**config.mk**
```make
export PLATFORM = sky130hd
export DESIGN_NAME = mmio_peripheral_bank
export DESIGN_NICKNAME = d
export VERILOG_FILES = /design/src/rtl/mmio_peripheral_bank.sv
export SDC_FILE = /design/constraint.sdc
export NUM_CORES = 1
export LEC_CHECK = 0
export CORE_ASPECT_RATIO = 0.7
export CORE_UTILIZATION = 28
export CTS_CLUSTER_SIZE = 10
export DETAILED_ROUTE_END_ITERATION = 16
export PLACE_DENSITY = 0.46
export SKIP_LAST_GASP = 1
export SLEW_MARGIN = 20
export SYNTH_ARGS = -nofsm -noshare
export SYNTH_HDL_FRONTEND = slang
export SYNTH_SLANG_ARGS = --single-unit
```
**constraint.sdc**
```tcl
create_clock -name clock -period 6.09 [get_ports clock]
set_clock_uncertainty 0.15 [all_clocks]
set_input_delay 0.9135 -clock clock [delete_from_list [all_inputs] [get_ports clock]]
set_output_delay 0.9135 -clock clock [all_outputs]
set_load 0.02 [all_outputs]
```
**src/rtl/mmio_peripheral_bank.sv**
```systemverilog
// Memory-mapped store target: scratch register bank plus a FIFO-backed TX port.
// Each store completes with a one-cycle write_complete pulse after a fixed latency.
module mmio_peripheral_bank #(
   parameter int unsigned    XLEN             = 32,
   parameter logic [XLEN-1:0] BASE_ADDR       = XLEN'(32'h0001_0000),
   parameter int unsigned    NUM_REGS         = 8,
   parameter int unsigned    COMPLETE_LATENCY = 5,
   parameter int unsigned    FIFO_DEPTH       = 4
) (
   input  logic            clock,
   input  logic            reset,
   input  logic [XLEN-1:0] mmio_addr,
   input  logic [XLEN-1:0] mmio_value,
   input  logic [1:0]      mmio_width,
   input  logic            mmio_enable,
   output logic [XLEN-1:0] mmio_r_data,
   output logic            mmio_write_complete,
   output logic            tx_valid,
   output logic [XLEN-1:0] tx_data,
   input  logic            tx_ready,
   output logic            err
);

   localparam int unsigned CNT_W  = $clog2(COMPLETE_LATENCY + 1);
   localparam int unsigned PTR_W  = $clog2(FIFO_DEPTH);
   localparam int unsigned FCNT_W = PTR_W + 1;
   localparam logic [CNT_W-1:0] LAT_M1 = CNT_W'(COMPLETE_LATENCY - 1);

   typedef enum logic [1:0] {S_IDLE, S_WAIT, S_HOLD} state_t;

   state_t            state_q, state_d;
   logic [CNT_W-1:0]  cnt_q, cnt_d;
   logic [XLEN-1:0]   addr_q, value_q;
   logic [1:0]        width_q;
   logic              load, commit, reached, blocked;
   logic [XLEN-1:0]   regs_q [NUM_REGS];
   logic              err_q, wc_q;
   logic [XLEN-1:0]   fifo_q [FIFO_DEPTH];
   logic [PTR_W-1:0]  wr_ptr_q, rd_ptr_q;
   logic [FCNT_W-1:0] fcount_q;
   logic              fifo_full, fifo_empty, push, pop;

   // Request seen by decode: live inputs while idle, latched copy afterwards
   logic [XLEN-1:0] req_addr, req_value, req_off, req_idx;
   logic [1:0]      req_width;
   logic            req_hit, req_tx, req_align, req_ok;
   logic [XLEN-1:0] lane_val, lane_mask, wr_data, wr_mask;

   always_comb begin
      req_addr  = (state_q == S_IDLE) ? mmio_addr  : addr_q;
      req_value = (state_q == S_IDLE) ? mmio_value : value_q;
      req_width = (state_q == S_IDLE) ? mmio_width : width_q;
      req_off   = req_addr - BASE_ADDR;
      req_idx   = req_off >> 2;
      req_hit   = req_idx <= XLEN'(NUM_REGS);
      req_tx    = req_idx == XLEN'(NUM_REGS);
      lane_val  = req_value;
      lane_mask = '1;
      req_align = 1'b0;
      case (req_width)
         2'd0: begin
            lane_val  = XLEN'(req_value[7:0]);
            lane_mask = XLEN'(8'hFF);
            req_align = 1'b1;
         end
         2'd1: begin
            lane_val  = XLEN'(req_value[15:0]);
            lane_mask = XLEN'(16'hFFFF);
            req_align = ~req_addr[0];
         end
         2'd2:    req_align = (req_addr[1:0] == 2'b00);
         default: req_align = 1'b0;
      endcase
      req_ok  = req_hit & req_align;
      wr_data = lane_val  << {req_addr[1:0], 3'b000};
      wr_mask = lane_mask << {req_addr[1:0], 3'b000};
   end

   assign fifo_full  = (fcount_q == FCNT_W'(FIFO_DEPTH));
   assign fifo_empty = (fcount_q == '0);
   assign pop        = ~fifo_empty & tx_ready;
   assign blocked    = req_ok & req_tx & fifo_full & ~pop;
   assign push       = commit & req_ok & req_tx;

   // Sequencer state register
   always_ff @(posedge clock) begin
      if (reset) begin
         state_q <= S_IDLE;
         cnt_q   <= '0;
      end else begin
         state_q <= state_d;
         cnt_q   <= cnt_d;
      end
   end

   // Next state; the commit edge is the one on which the counter would reach the latency
   always_comb begin
      state_d = state_q;
      cnt_d   = cnt_q;
      load    = 1'b0;
      commit  = 1'b0;
      reached = 1'b0;
      case (state_q)
         S_IDLE: begin
            if (mmio_enable) begin
               load    = 1'b1;
               cnt_d   = CNT_W'(1);
               state_d = S_WAIT;
               reached = (COMPLETE_LATENCY == 1);
            end
         end
         S_WAIT: begin
            reached = (cnt_q >= LAT_M1);
            if (!reached) cnt_d = cnt_q + CNT_W'(1);
         end
         S_HOLD: begin
            if (!mmio_enable) state_d = S_IDLE;
         end
         default: state_d = S_IDLE;
      endcase
      if (reached && !blocked) begin
         commit  = 1'b1;
         state_d = S_HOLD;
      end
   end

   // Datapath: latches, register bank, error flag, FIFO pointers
   always_ff @(posedge clock) begin
      if (reset) begin
         addr_q   <= '0;
         value_q  <= '0;
         width_q  <= '0;
         err_q    <= 1'b0;
         wc_q     <= 1'b0;
         wr_ptr_q <= '0;
         rd_ptr_q <= '0;
         fcount_q <= '0;
         for (int unsigned i = 0; i < NUM_REGS; i++) regs_q[i] <= '0;
      end else begin
         wc_q <= commit;
         if (load) begin
            addr_q  <= mmio_addr;
            value_q <= mmio_value;
            width_q <= mmio_width;
         end
         if (commit && !req_ok) err_q <= 1'b1;
         if (commit && req_ok && !req_tx) begin
            for (int unsigned i = 0; i < NUM_REGS; i++)
               if (req_idx == XLEN'(i)) regs_q[i] <= (regs_q[i] & ~wr_mask) | (wr_data & wr_mask);
         end
         if (push) wr_ptr_q <= wr_ptr_q + PTR_W'(1);
         if (pop)  rd_ptr_q <= rd_ptr_q + PTR_W'(1);
         if (push && !pop)      fcount_q <= fcount_q + FCNT_W'(1);
         else if (pop && !push) fcount_q <= fcount_q - FCNT_W'(1);
      end
   end

   // FIFO storage needs no reset: contents are only visible through tx_valid
   always_ff @(posedge clock) begin
      if (push) fifo_q[wr_ptr_q] <= lane_val;
   end

   // Readback decode
   logic [XLEN-1:0] rd_off, rd_idx;
   always_comb begin
      rd_off      = mmio_addr - BASE_ADDR;
      rd_idx      = rd_off >> 2;
      mmio_r_data = '0;
      for (int unsigned i = 0; i < NUM_REGS; i++)
         if (rd_idx == XLEN'(i)) mmio_r_data = regs_q[i];
      if (rd_idx == XLEN'(NUM_REGS))
         mmio_r_data = XLEN'({fcount_q, 5'b00000, err_q, fifo_full, fifo_empty});
   end

   assign mmio_write_complete = wc_q;
   assign tx_valid            = ~fifo_empty;
   assign tx_data             = fifo_q[rd_ptr_q];
   assign err                 = err_q;

endmodule

```
* Word-level counts from Yosys, hierarchy flattened *
Memory sizes are Yosys's and may differ from the RTL's. A register that Yosys moved wholly into a read port is not among the register bits.
Index checks and enable logic that the tools add are counted.

word-level totals
  register bits = 80
  RAM bits = 384
  bits of input ports = 70
  output and inout bits = 67
  logic and storage cells = 185
  memories kept = 2

cells by class
  add/subtract/negate cells = 7
  $lt $le $gt $ge = 2
  equality and inequality tests = 27
  shift operators = 2
  mux-type cells = 74
  bitwise logic cells = 37
  reductions and logical operators = 23

memories
  memory  words  bits a word  rd ports  clocked after Yosys merged registers in  wr ports  line  source
  regs_q  8      32           8         0                                        8         36    logic [XLEN-1:0] regs_q [NUM_REGS];
  fifo_q  4      32           1         1                                        1         38    logic [XLEN-1:0] fifo_q [FIFO_DEPTH];

operator list
  operator                  number
  $mux W32                  19
  $and A32 B32 Y32          9
  $or A32 B32 Y32           8
  $eq A30 B3 Y1 const B     8
  $pmux W32 S2              2
  $eq A30 B2 Y1 const B     4
  $logic_not A32 Y1         2
  $shl A32 B5 Y32           2
  $sub A32 B17 Y32 const B  2
  $eq A30 B1 Y1 const B     2
  $eq A30 B4 Y1 const B     2
  $mux W1                   40
  $not A32 Y32              1
  $le A30 B4 Y1 const B     1
  $mux W2                   6
  $mux W3                   4
  $reduce_and A3 Y1         3
  $ne A2 B2 Y1 const B      4
  $or A1 B1 Y1              8
  $and A1 B1 Y1             7
  $add A3 B1 Y3 const B     2
  $logic_and A1 B1 Y1       6
  $logic_not A2 Y1          3
  $pmux W2 S3               1
  15 further kinds          26

* Logic depth before layout (Yosys ltp) *
Gate-level depths: netlist of run 1.

  depth after elaboration = 17
  mapped depth = 14
  depth with buffers taken out = 11

* Worst setup path before layout of run 1 *
No wires, ideal clock.

  path type = input to register
  from = in mmio_addr[25]
  to = mem regs_q[1][0], in the netlist regs_q[0][32] (enable)
  library setup time = 0.428 ns
  data arrival time = 4.146 ns
  data required time = 5.512 ns
  path slack = 1.366 ns
  stages on the path = 7
  buffers on the path = 1
  path through = or4_1 > o22ai_1 > a41oi_1 > or4_4 > nand4bb_1 > clkbuf_1 > o21bai_1

RTL lines
  item                line  source
  start: declaration  12    input logic [XLEN-1:0] mmio_addr,
  end: declaration    36

* Worst setup path after layout of run 1 *
  from = in mmio_addr[24]
  to = out mmio_r_data[9]

on the way
  word-level cells in the longest chain between the ends = 11
  elaborated cells on any way between the ends = 19
  those cells by class = add/sub: 1; eq/ne: 8; mux: 9; reduce/logical: 1

RTL lines
  item                   line  source
  $sub A32 B17 Y32 (*)   166   rd_off = mmio_addr - BASE_ADDR;
  $logic_not A32 Y1      170   if (rd_idx == XLEN'(i)) mmio_r_data = regs_q[i];
  $mux W32 (8 in a row)  170
  $mux W32 (*)           171   if (rd_idx == XLEN'(NUM_REGS))
  end: declaration       16    output logic [XLEN-1:0] mmio_r_data,

Every way passes the cells marked *; elsewhere a longest branch is shown, timed or not.

==> reports/results.env, run 1 <==
DPL.CELL_COUNT=3097
FMAX_GHz=0.178
LAYOUT-AREA-OVERHEAD-VS-SYNTH_PCT=20.4
CRITICAL_PATH_DATA_ARRIVAL_TIME_NS=4.57
FIRST_GLOBAL_VIAS=16300
PEAKVDDDROP_mV=0.203
SYNTH-SEQ-AREA-SHARE_PCT=60.7
VIA_CELL_RATIO=5.25
CRITPATHKIND='in2out'
REPORT.FINAL.SETUP_VIOL=0
HOLDPATHSTAGES=2
SYNTH_EDF_COUNT=384
DIE_H_UM=235
MIN_PERIOD_OVER_PERIOD_PCT=92.5
CTS_SETUP_BUFFERS=0
P_PER_AREA_nW_PER_UM2=286
WIRE_PER_INST_UM=22.5
NUM_VIAS=16800
POWER_LEAKAGE_nW=8.91
FINISH.CELL_COUNT_WITHOUT_FILLERS=3193
DRT-TOTAL-WL_UM=71900
HPWL_UM=45200
GRT_PASS1_WL_UM=107000
GRT-OVFL-TOTAL=0
YOSYS_WARNINGS=0
CTS.SINKS=466
SYN_AREA_UM2=21700
STATUS='complete, no violations'
FLOORPLAN.INITIALDENSITY_PCT=28.6
ANTENNA_LEFT=0
MAX-CAP-VIOLATIONS=0
FINAL_MAX_SLEW_VIOL_COUNT=0
POST_LAYOUT_NETS=2201
FILLCELLCOUNT=7620
DETAILEDROUTE.FIRSTITERATIONVIOLATIONS=1793
SYNTH_MUX_AREA_SHARE_PCT=5.52
LAYOUT_MIN_CYCLE_TIME_NS=5.63
R2R_CELLS=8
GLOBAL_ROUTE.USAGE.TOTAL_PCT=18.0
DIEWIDTH_UM=335
TIMING.CRITICAL_PATH.FANOUT_MAX=5
SYNTHADDERAREAFRAC_PCT=0.438
IOS=137
CTS-BUFFERS-INSERTED=55
GRT_START_MAX_NET_PINS=81
RSZ0062_AT_GRT='no'
CP-END-KIND='output pin'
POSTCTSRESIZEDCELLS=0
REQUIRED_NS=5.03
CORE_AREA_UM2=75900
GP_CONGESTION=0.830
HOLD_VIOL_FINAL=0
YS.FLOP_TYPE='sky130_fd_sc_hd__edfxtp_1'
SYNTH_NETS=2074
DIE_AREA_UM2=78600
SYN_AREA_PER_CELL_UM2=10.9
SETUP.WORST_PATH.START_CLASS='primary input'
SYNTHESIZED_AREA_FRACTION_OCCUPIED_BY_AO_OA_AOI_AND_OAI_CELLS_PCT=16.9
RELSLEWSLACK_PCT=23.2
WORST_MARGIN_SLEW_NS=1.15
ASYNC_RESET_FF_SHARE_PCT=0
YOSYS_REGISTER_BITS=466
POST-ROUTE-DRC-COUNT=0
NUMBER_OF_ANTENNA_VIOLATIONS_AT_THE_FIRST_CHECK_IN_GLOBAL_ROUTING=1
CTS-ROOT-TO-SINK-BUFFERS=3
DRTPASS1ITERATIONS=6
FINAL_CORE_UTIL_PCT=34.4
ROWS=84
XOR_XNOR_PORTION_OF_THE_SYNTHESIZED_CELL_AREA_PCT=0.363
MASTER_CELL_OF_THE_CLOCK_ROOT_BUFFER='sky130_fd_sc_hd__clkbuf_16'
SYNTH_SIMPLE_GATE_AREA_SHARE_PCT=13.0
CTSHTREEMAXLEVEL=2
CTS_HOLD_BUF=0
CLKTRANSATPATHREGS_NS=0.06
FIN_SETUP_TNS_NS=0
WORSTHOLDPATHTYPE='reg2reg'
DIODES=0
PLACE.PORT_BUFFERS=136
CTS_TREE='yes'
INSERTION_DELAY_NS=0.61
SYNTH_TOP_FAMILY_BY_AREA='compound AO/OA/AOI/OAI gates'
DRIVE_GT1_SHARE_PCT=11.6
POST_SYNTH_NUM_CELL_TYPES=69
SYNTHCELLS=1997
[registers in the layout, indices dropped and copies added, names as in the netlist, 2 cells and up, named ones only]
register  count
wr_ptr_q      2
state_q       2
value_q      32
regs_q      256
addr_q       32
cnt_q         3
rd_ptr_q      2
fcount_q      3
width_q       2
fifo_q      128
[routing by layer]
layer  track usage [%]  part of all wire, %  wire length (um)
met1              26.2                   46             33200
met2              28.0                   46             32800
met3              2.82                  6.7              4790
met4              4.01                  1.5              1090
met5                 0                    0                 0
[kinds of logic after synthesis]
group	Yosys count
AND/OR/NAND/NOR	677
AO/OA/AOI/OAI	598
flip-flops	466
buffers and inverters	164
multiplexers	76
XOR/XNOR	9
adder cells (fa/ha/maj)	7
[power breakdown]
group	switching, mW	internal [mW]	total (mW)
sequential	0.0726	3.58	3.66
combinational	0.561	0.227	0.788
clock	1.30	1.73	3.03
[synth_stat cells, types with 5 or more instances]
cell type | instances | share of area (%)
sky130_fd_sc_hd__mux4_2 | 34 | 3.5
sky130_fd_sc_hd__a21oi_2 | 22 | 0.89
sky130_fd_sc_hd__o21bai_1 | 6 | 0.21
sky130_fd_sc_hd__buf_2 | 6 | 0.14
sky130_fd_sc_hd__a221oi_1 | 26 | 1.1
sky130_fd_sc_hd__a21oi_1 | 290 | 6.7
sky130_fd_sc_hd__a222oi_1 | 28 | 1.3
sky130_fd_sc_hd__a21o_1 | 6 | 0.21
sky130_fd_sc_hd__o31ai_1 | 7 | 0.24
sky130_fd_sc_hd__a22oi_1 | 10 | 0.35
sky130_fd_sc_hd__clkbuf_1 | 127 | 2.2
sky130_fd_sc_hd__and2_1 | 10 | 0.29
sky130_fd_sc_hd__nand2_1 | 496 | 8.6
sky130_fd_sc_hd__buf_1 | 11 | 0.19
sky130_fd_sc_hd__nand4_1 | 9 | 0.26
sky130_fd_sc_hd__ha_1 | 6 | 0.35
sky130_fd_sc_hd__or3_1 | 6 | 0.17
sky130_fd_sc_hd__a211oi_1 | 28 | 0.97
sky130_fd_sc_hd__xor2_1 | 5 | 0.20
sky130_fd_sc_hd__nor4_1 | 9 | 0.26
sky130_fd_sc_hd__mux2_2 | 9 | 0.47
sky130_fd_sc_hd__o22ai_1 | 27 | 0.78
sky130_fd_sc_hd__nor2_1 | 87 | 1.5
sky130_fd_sc_hd__or4_1 | 8 | 0.28
sky130_fd_sc_hd__dfxtp_1 | 82 | 7.6
sky130_fd_sc_hd__nand3_1 | 10 | 0.23
sky130_fd_sc_hd__mux2i_1 | 33 | 1.5
sky130_fd_sc_hd__inv_1 | 17 | 0.29
sky130_fd_sc_hd__o21a_1 | 20 | 0.69
sky130_fd_sc_hd__nor3_1 | 9 | 0.21
sky130_fd_sc_hd__edfxtp_1 | 384 | 53
sky130_fd_sc_hd__a31oi_1 | 6 | 0.17
sky130_fd_sc_hd__o211ai_1 | 9 | 0.31
sky130_fd_sc_hd__o21ai_0 | 88 | 2.0
[per-stage QoR]
step	power [mW]	setup WS [ns]	hold WS, ns	area (um2)
3_5_place_dp	4.50	0.474	0.298	24500
5_1_grt	7.74	0.174	0.324	26100
3_3_place_gp	4.48	0.459	0.291	24500
2_1_floorplan	4.15	1.37	0.283	21700
4_1_cts	7.55	0.477	0.306	26100
6_report	7.48	0.457	0.304	26100
[layout by cell type, fill, tap and decap left out, types with 6 or more instances in the layout]
| cell type | n |
|---|---|
| sky130_fd_sc_hd__a211oi_1 | 28 |
| sky130_fd_sc_hd__a21oi_1 | 289 |
| sky130_fd_sc_hd__a21oi_2 | 22 |
| sky130_fd_sc_hd__a221oi_1 | 26 |
| sky130_fd_sc_hd__a222oi_1 | 28 |
| sky130_fd_sc_hd__a22oi_1 | 10 |
| sky130_fd_sc_hd__a31oi_1 | 6 |
| sky130_fd_sc_hd__and2_1 | 9 |
| sky130_fd_sc_hd__buf_4 | 86 |
| sky130_fd_sc_hd__clkbuf_1 | 26 |
| sky130_fd_sc_hd__clkbuf_16 | 56 |
| sky130_fd_sc_hd__clkdlybuf4s50_1 | 126 |
| sky130_fd_sc_hd__dfxtp_1 | 81 |
| sky130_fd_sc_hd__edfxtp_1 | 384 |
| sky130_fd_sc_hd__ha_1 | 6 |
| sky130_fd_sc_hd__inv_1 | 17 |
| sky130_fd_sc_hd__mux2_2 | 9 |
| sky130_fd_sc_hd__mux2i_1 | 31 |
| sky130_fd_sc_hd__mux4_2 | 34 |
| sky130_fd_sc_hd__nand2_1 | 495 |
| sky130_fd_sc_hd__nand3_1 | 10 |
| sky130_fd_sc_hd__nand4_1 | 9 |
| sky130_fd_sc_hd__nor2_1 | 84 |
| sky130_fd_sc_hd__nor3_1 | 8 |
| sky130_fd_sc_hd__nor4_1 | 9 |
| sky130_fd_sc_hd__o211ai_1 | 9 |
| sky130_fd_sc_hd__o21a_1 | 20 |
| sky130_fd_sc_hd__o21ai_0 | 88 |
| sky130_fd_sc_hd__o22ai_1 | 27 |
| sky130_fd_sc_hd__o31ai_1 | 6 |
| sky130_fd_sc_hd__or4_1 | 8 |
[final timing paths]
check	startpoint	to	slack, ns
worst min-delay path	addr_q[18]$_SDFFE_PP0P_	addr_q[18]$_SDFFE_PP0P_	0.30
worst max register to register	state_q[0]$_SDFFE_PP0P_	regs_q[0][119]$_SDFFCE_PN0P_	1.31
worst min register to register	addr_q[18]$_SDFFE_PP0P_	addr_q[18]$_SDFFE_PP0P_	0.30
worst max-delay path	mmio_addr[24]	mmio_r_data[9]	0.46
[cell type report]
| type | count | area [um2] | share of cell area [%] |
|---|---|---|---|
| inverter | 17 | 63.8 | 0.244 |
| clock inverter | 8 | 51.3 | 0.196 |
| tap | 1032 | 1290 | 4.95 |
| multi-input combinational | 1367 | 7980 | 30.6 |
| timing repair buffer | 217 | 1990 | 7.64 |
| sequential | 466 | 13200 | 50.5 |
| clock buffer | 86 | 1550 | 5.95 |
[worst max-delay path, stage by stage]
cell                              delay (ns)
sky130_fd_sc_hd__clkdlybuf4s50_1        0.47
sky130_fd_sc_hd__nor4_1                 0.56
sky130_fd_sc_hd__nand3_1                0.27
sky130_fd_sc_hd__nor4_1                 0.41
sky130_fd_sc_hd__buf_4                  0.22
sky130_fd_sc_hd__and2_1                 0.23
sky130_fd_sc_hd__nand3_1                0.10
sky130_fd_sc_hd__a21o_1                 0.18
sky130_fd_sc_hd__a22oi_1                0.49
sky130_fd_sc_hd__clkdlybuf4s50_1        0.72
Note: power is estimated with default switching activity, not from simulation.
==> run 2: changes to the inputs <==
--- a/config.mk
+++ b/config.mk
@@ -7,6 +7,7 @@
 export LEC_CHECK = 0
 export CORE_ASPECT_RATIO = 0.7
 export CORE_UTILIZATION = 28
+export CTS_BUF_LIST = sky130_fd_sc_hd__clkbuf_16
 export CTS_CLUSTER_SIZE = 10
 export DETAILED_ROUTE_END_ITERATION = 16
 export PLACE_DENSITY = 0.46
==> run 2 against run 1 <==
Utilization fell by 0.053 points. Sequential share of layout area rose by 0.077 points. Non-clock buffer count did not move. Maximum frequency fell by 1.0%. Combinational power barely moved. Critical path depth did not move. Clock-buffer cell count fell by 30. Power fell by 1.2%. Die area did not move. Clock power fell by 3%. Wire length barely moved. Largest power group unchanged. Highest routed layer unchanged.
==> reports/results.env, run 2 (synthesis gave the netlist of run 1 again) <==
POST-ROUTE-DRC-COUNT=0
TOP_REGISTER='regs_q'
CTS_SETUP_BUFFERS=0
CP-END-KIND='output pin'
SWITCHING_SHARE_PCT=26.3
NUM_VIAS=16800
POSTCTSRESIZEDCELLS=0
CTS_TREE='yes'
CLKTRANSATPATHREGS_NS=0.06
REPORT.FINAL.SETUP_VIOL=0
FMAX_GHz=0.176
POWER_LEAKAGE_nW=9.00
PRECTSSETUPSLACK_NS=0.474
LARGEST_REG_FLOPS=256
MASTER_CELL_OF_THE_CLOCK_ROOT_BUFFER='sky130_fd_sc_hd__clkbuf_16'
CTS-ROOT-TO-SINK-BUFFERS=3
WORST_MARGIN_SLEW_NS=1.20
GP_CONGESTION=0.830
LAYOUT.CELLS.MOST_COMMON='sky130_fd_sc_hd__nand2_1'
DIE_H_UM=235
FLOORPLAN.INITIALDENSITY_PCT=28.6
SETUP.WORST_PATH.START_CLASS='primary input'
POWER.INTERNAL_mW=5.45
RSZ0062_AT_GRT='no'
RELSLEWSLACK_PCT=20.0
FIN_SETUP_TNS_NS=0
P_PER_AREA_nW_PER_UM2=283
DPL.CELL_COUNT=3097
GRT_PASS1_WL_UM=107000
SEQCELLAREA_UM2=13200
CTS_HOLD_BUF=0
WORST-R2R-SETUP-SLACK_NS=1.32
CORE_AREA_UM2=75900
REQUIRED_NS=5.03
HPWL_UM=45200
DIODES=0
GLOBAL_ROUTE.USAGE.TOTAL_PCT=18.0
LAYOUT_COMMON_CELLS='sky130_fd_sc_hd__nand2_1 (495), sky130_fd_sc_hd__edfxtp_1 (384), sky130_fd_sc_hd__a21oi_1 (289), sky130_fd_sc_hd__clkdlybuf4s50_1 (126), sky130_fd_sc_hd__o21ai_0 (88)'
LAYOUT_MIN_CYCLE_TIME_NS=5.69
DRTPASS1ITERATIONS=9
CRITICAL_PATH_DATA_ARRIVAL_TIME_NS=4.63
WIRE_PER_INST_UM=22.5
DIE_AREA_UM2=78600
ROWS=84
SHARE_CLK_OF_TOTAL_POWER_PCT=39.8
SWITCHINGPOWER_mW=1.94
VIA_CELL_RATIO=5.27
PLACE.PORT_BUFFERS=136
FINAL_CORE_UTIL_PCT=34.4
HOLD_VIOL_FINAL=0
REGTOREGSTARTPOINT='state_q[1]$_SDFFE_PP0P_'
PWR-SHARE-SEQ_PCT=49.5
LARGEST_REGS='regs_q x256, fifo_q x128'
CTSHTREEMAXLEVEL=2
CRIT_START='mmio_addr[24]'
WORSTREG2REGEND='regs_q[0][119]$_SDFFCE_PN0P_'
INSERTION_DELAY_NS=0.61
TIMING.HOLD.WS_NS=0.304
MULTI_INPUT_AREA_UM2=7980
GRT_START_MAX_NET_PINS=81
GRT-OVFL-TOTAL=0
LAYOUT-AREA-OVERHEAD-VS-SYNTH_PCT=20.2
R2R_CELLS=8
FINAL_MAX_SLEW_VIOL_COUNT=0
POWER_FRAC_COMB_PCT=10.7
CP-ENDPOINT='mmio_r_data[9]'
STATUS='complete, no violations'
IOS=137
CRITPATHKIND='in2out'
POST_LAYOUT_NETS=2201
DRIVE_GT1_SHARE_PCT=11.5
WORSTHOLDPATHTYPE='reg2reg'
FILLCELLCOUNT=7618
SETUP_SLACK_NS=0.398
FINISH.CELL_COUNT_WITHOUT_FILLERS=3193
PEAKVDDDROP_mV=0.203
FIRST_GLOBAL_VIAS=16300
MAX-CAP-VIOLATIONS=0
DIEWIDTH_UM=335
DRT-TOTAL-WL_UM=71900
CTS.SINKS=466
MIN_PERIOD_OVER_PERIOD_PCT=93.5
NUMBER_OF_ANTENNA_VIOLATIONS_AT_THE_FIRST_CHECK_IN_GLOBAL_ROUTING=1
DETAILEDROUTE.FIRSTITERATIONVIOLATIONS=1771
ANTENNA_LEFT=0
CTS-BUFFERS-INSERTED=55
TIMING.CRITICAL_PATH.FANOUT_MAX=5
==> run 2: through the flow <==
| stage | power [mW] | area [um2] |
|---|---|---|
| 2_1_floorplan | 4.15 | 21700 |
| 3_3_place_gp | 4.48 | 24500 |
| 3_5_place_dp | 4.50 | 24500 |
| 4_1_cts | 7.45 | 26100 |
| 5_1_grt | 7.65 | 26100 |
| 6_report | 7.39 | 26100 |
==> run 2: layer usage <==
| metal | vias up | wire, um | GRT usage (%) |
|---|---|---|---|
| met5 | - | 0 | 0 |
| met4 | 0 | 1180 | 4.01 |
| met3 | 100 | 4890 | 2.82 |
| met2 | 637 | 32600 | 28.0 |
| met1 | 8418 | 33200 | 26.2 |
| li1 | 7681 | - | - |
==> run 2: critical path: stages <==
cell and delay [ns]:
sky130_fd_sc_hd__clkdlybuf4s50_1 0.47, sky130_fd_sc_hd__nor4_1 0.57, sky130_fd_sc_hd__nand3_1 0.29, sky130_fd_sc_hd__nor4_1 0.42, sky130_fd_sc_hd__buf_4 0.22, sky130_fd_sc_hd__and2_1 0.23
sky130_fd_sc_hd__nand3_1 0.10, sky130_fd_sc_hd__a21o_1 0.18, sky130_fd_sc_hd__a22oi_1 0.50, sky130_fd_sc_hd__clkdlybuf4s50_1 0.73
==> run 2: cell type report <==
| type | count | share of cell area, % |
|---|---|---|
| clock buffer | 56 | 5.38 |
| clock inverter | 38 | 0.629 |
| inverter | 17 | 0.245 |
| multi-input combinational | 1367 | 30.6 |
| sequential | 466 | 50.5 |
| tap | 1032 | 4.95 |
| timing repair buffer | 217 | 7.65 |
==> run 2: worst min-delay path by stage <==
stage,startpoint,to,slack [ns],depth (start not counted)
6_report,addr_q[18]$_SDFFE_PP0P_,addr_q[18]$_SDFFE_PP0P_,0.30,2
5_1_grt,addr_q[27]$_SDFFE_PP0P_,addr_q[27]$_SDFFE_PP0P_,0.32,2
4_1_cts,addr_q[29]$_SDFFE_PP0P_,addr_q[29]$_SDFFE_PP0P_,0.31,2
3_5_place_dp,addr_q[29]$_SDFFE_PP0P_,addr_q[29]$_SDFFE_PP0P_,0.30,2
3_3_place_gp,value_q[6]$_SDFFE_PP0P_,value_q[6]$_SDFFE_PP0P_,0.29,2
2_1_floorplan,addr_q[27]$_SDFFE_PP0P_,addr_q[27]$_SDFFE_PP0P_,0.28,2
==> run 2: power groups by stage <==
stage,clock network (mW),registers (mW),logic [mW]
CTS,3.02,3.65,0.783
detailed placement,0,3.72,0.780
floorplan,0,3.70,0.454
finish,2.94,3.66,0.788
global placement,0,3.72,0.768
global route,3.12,3.67,0.860
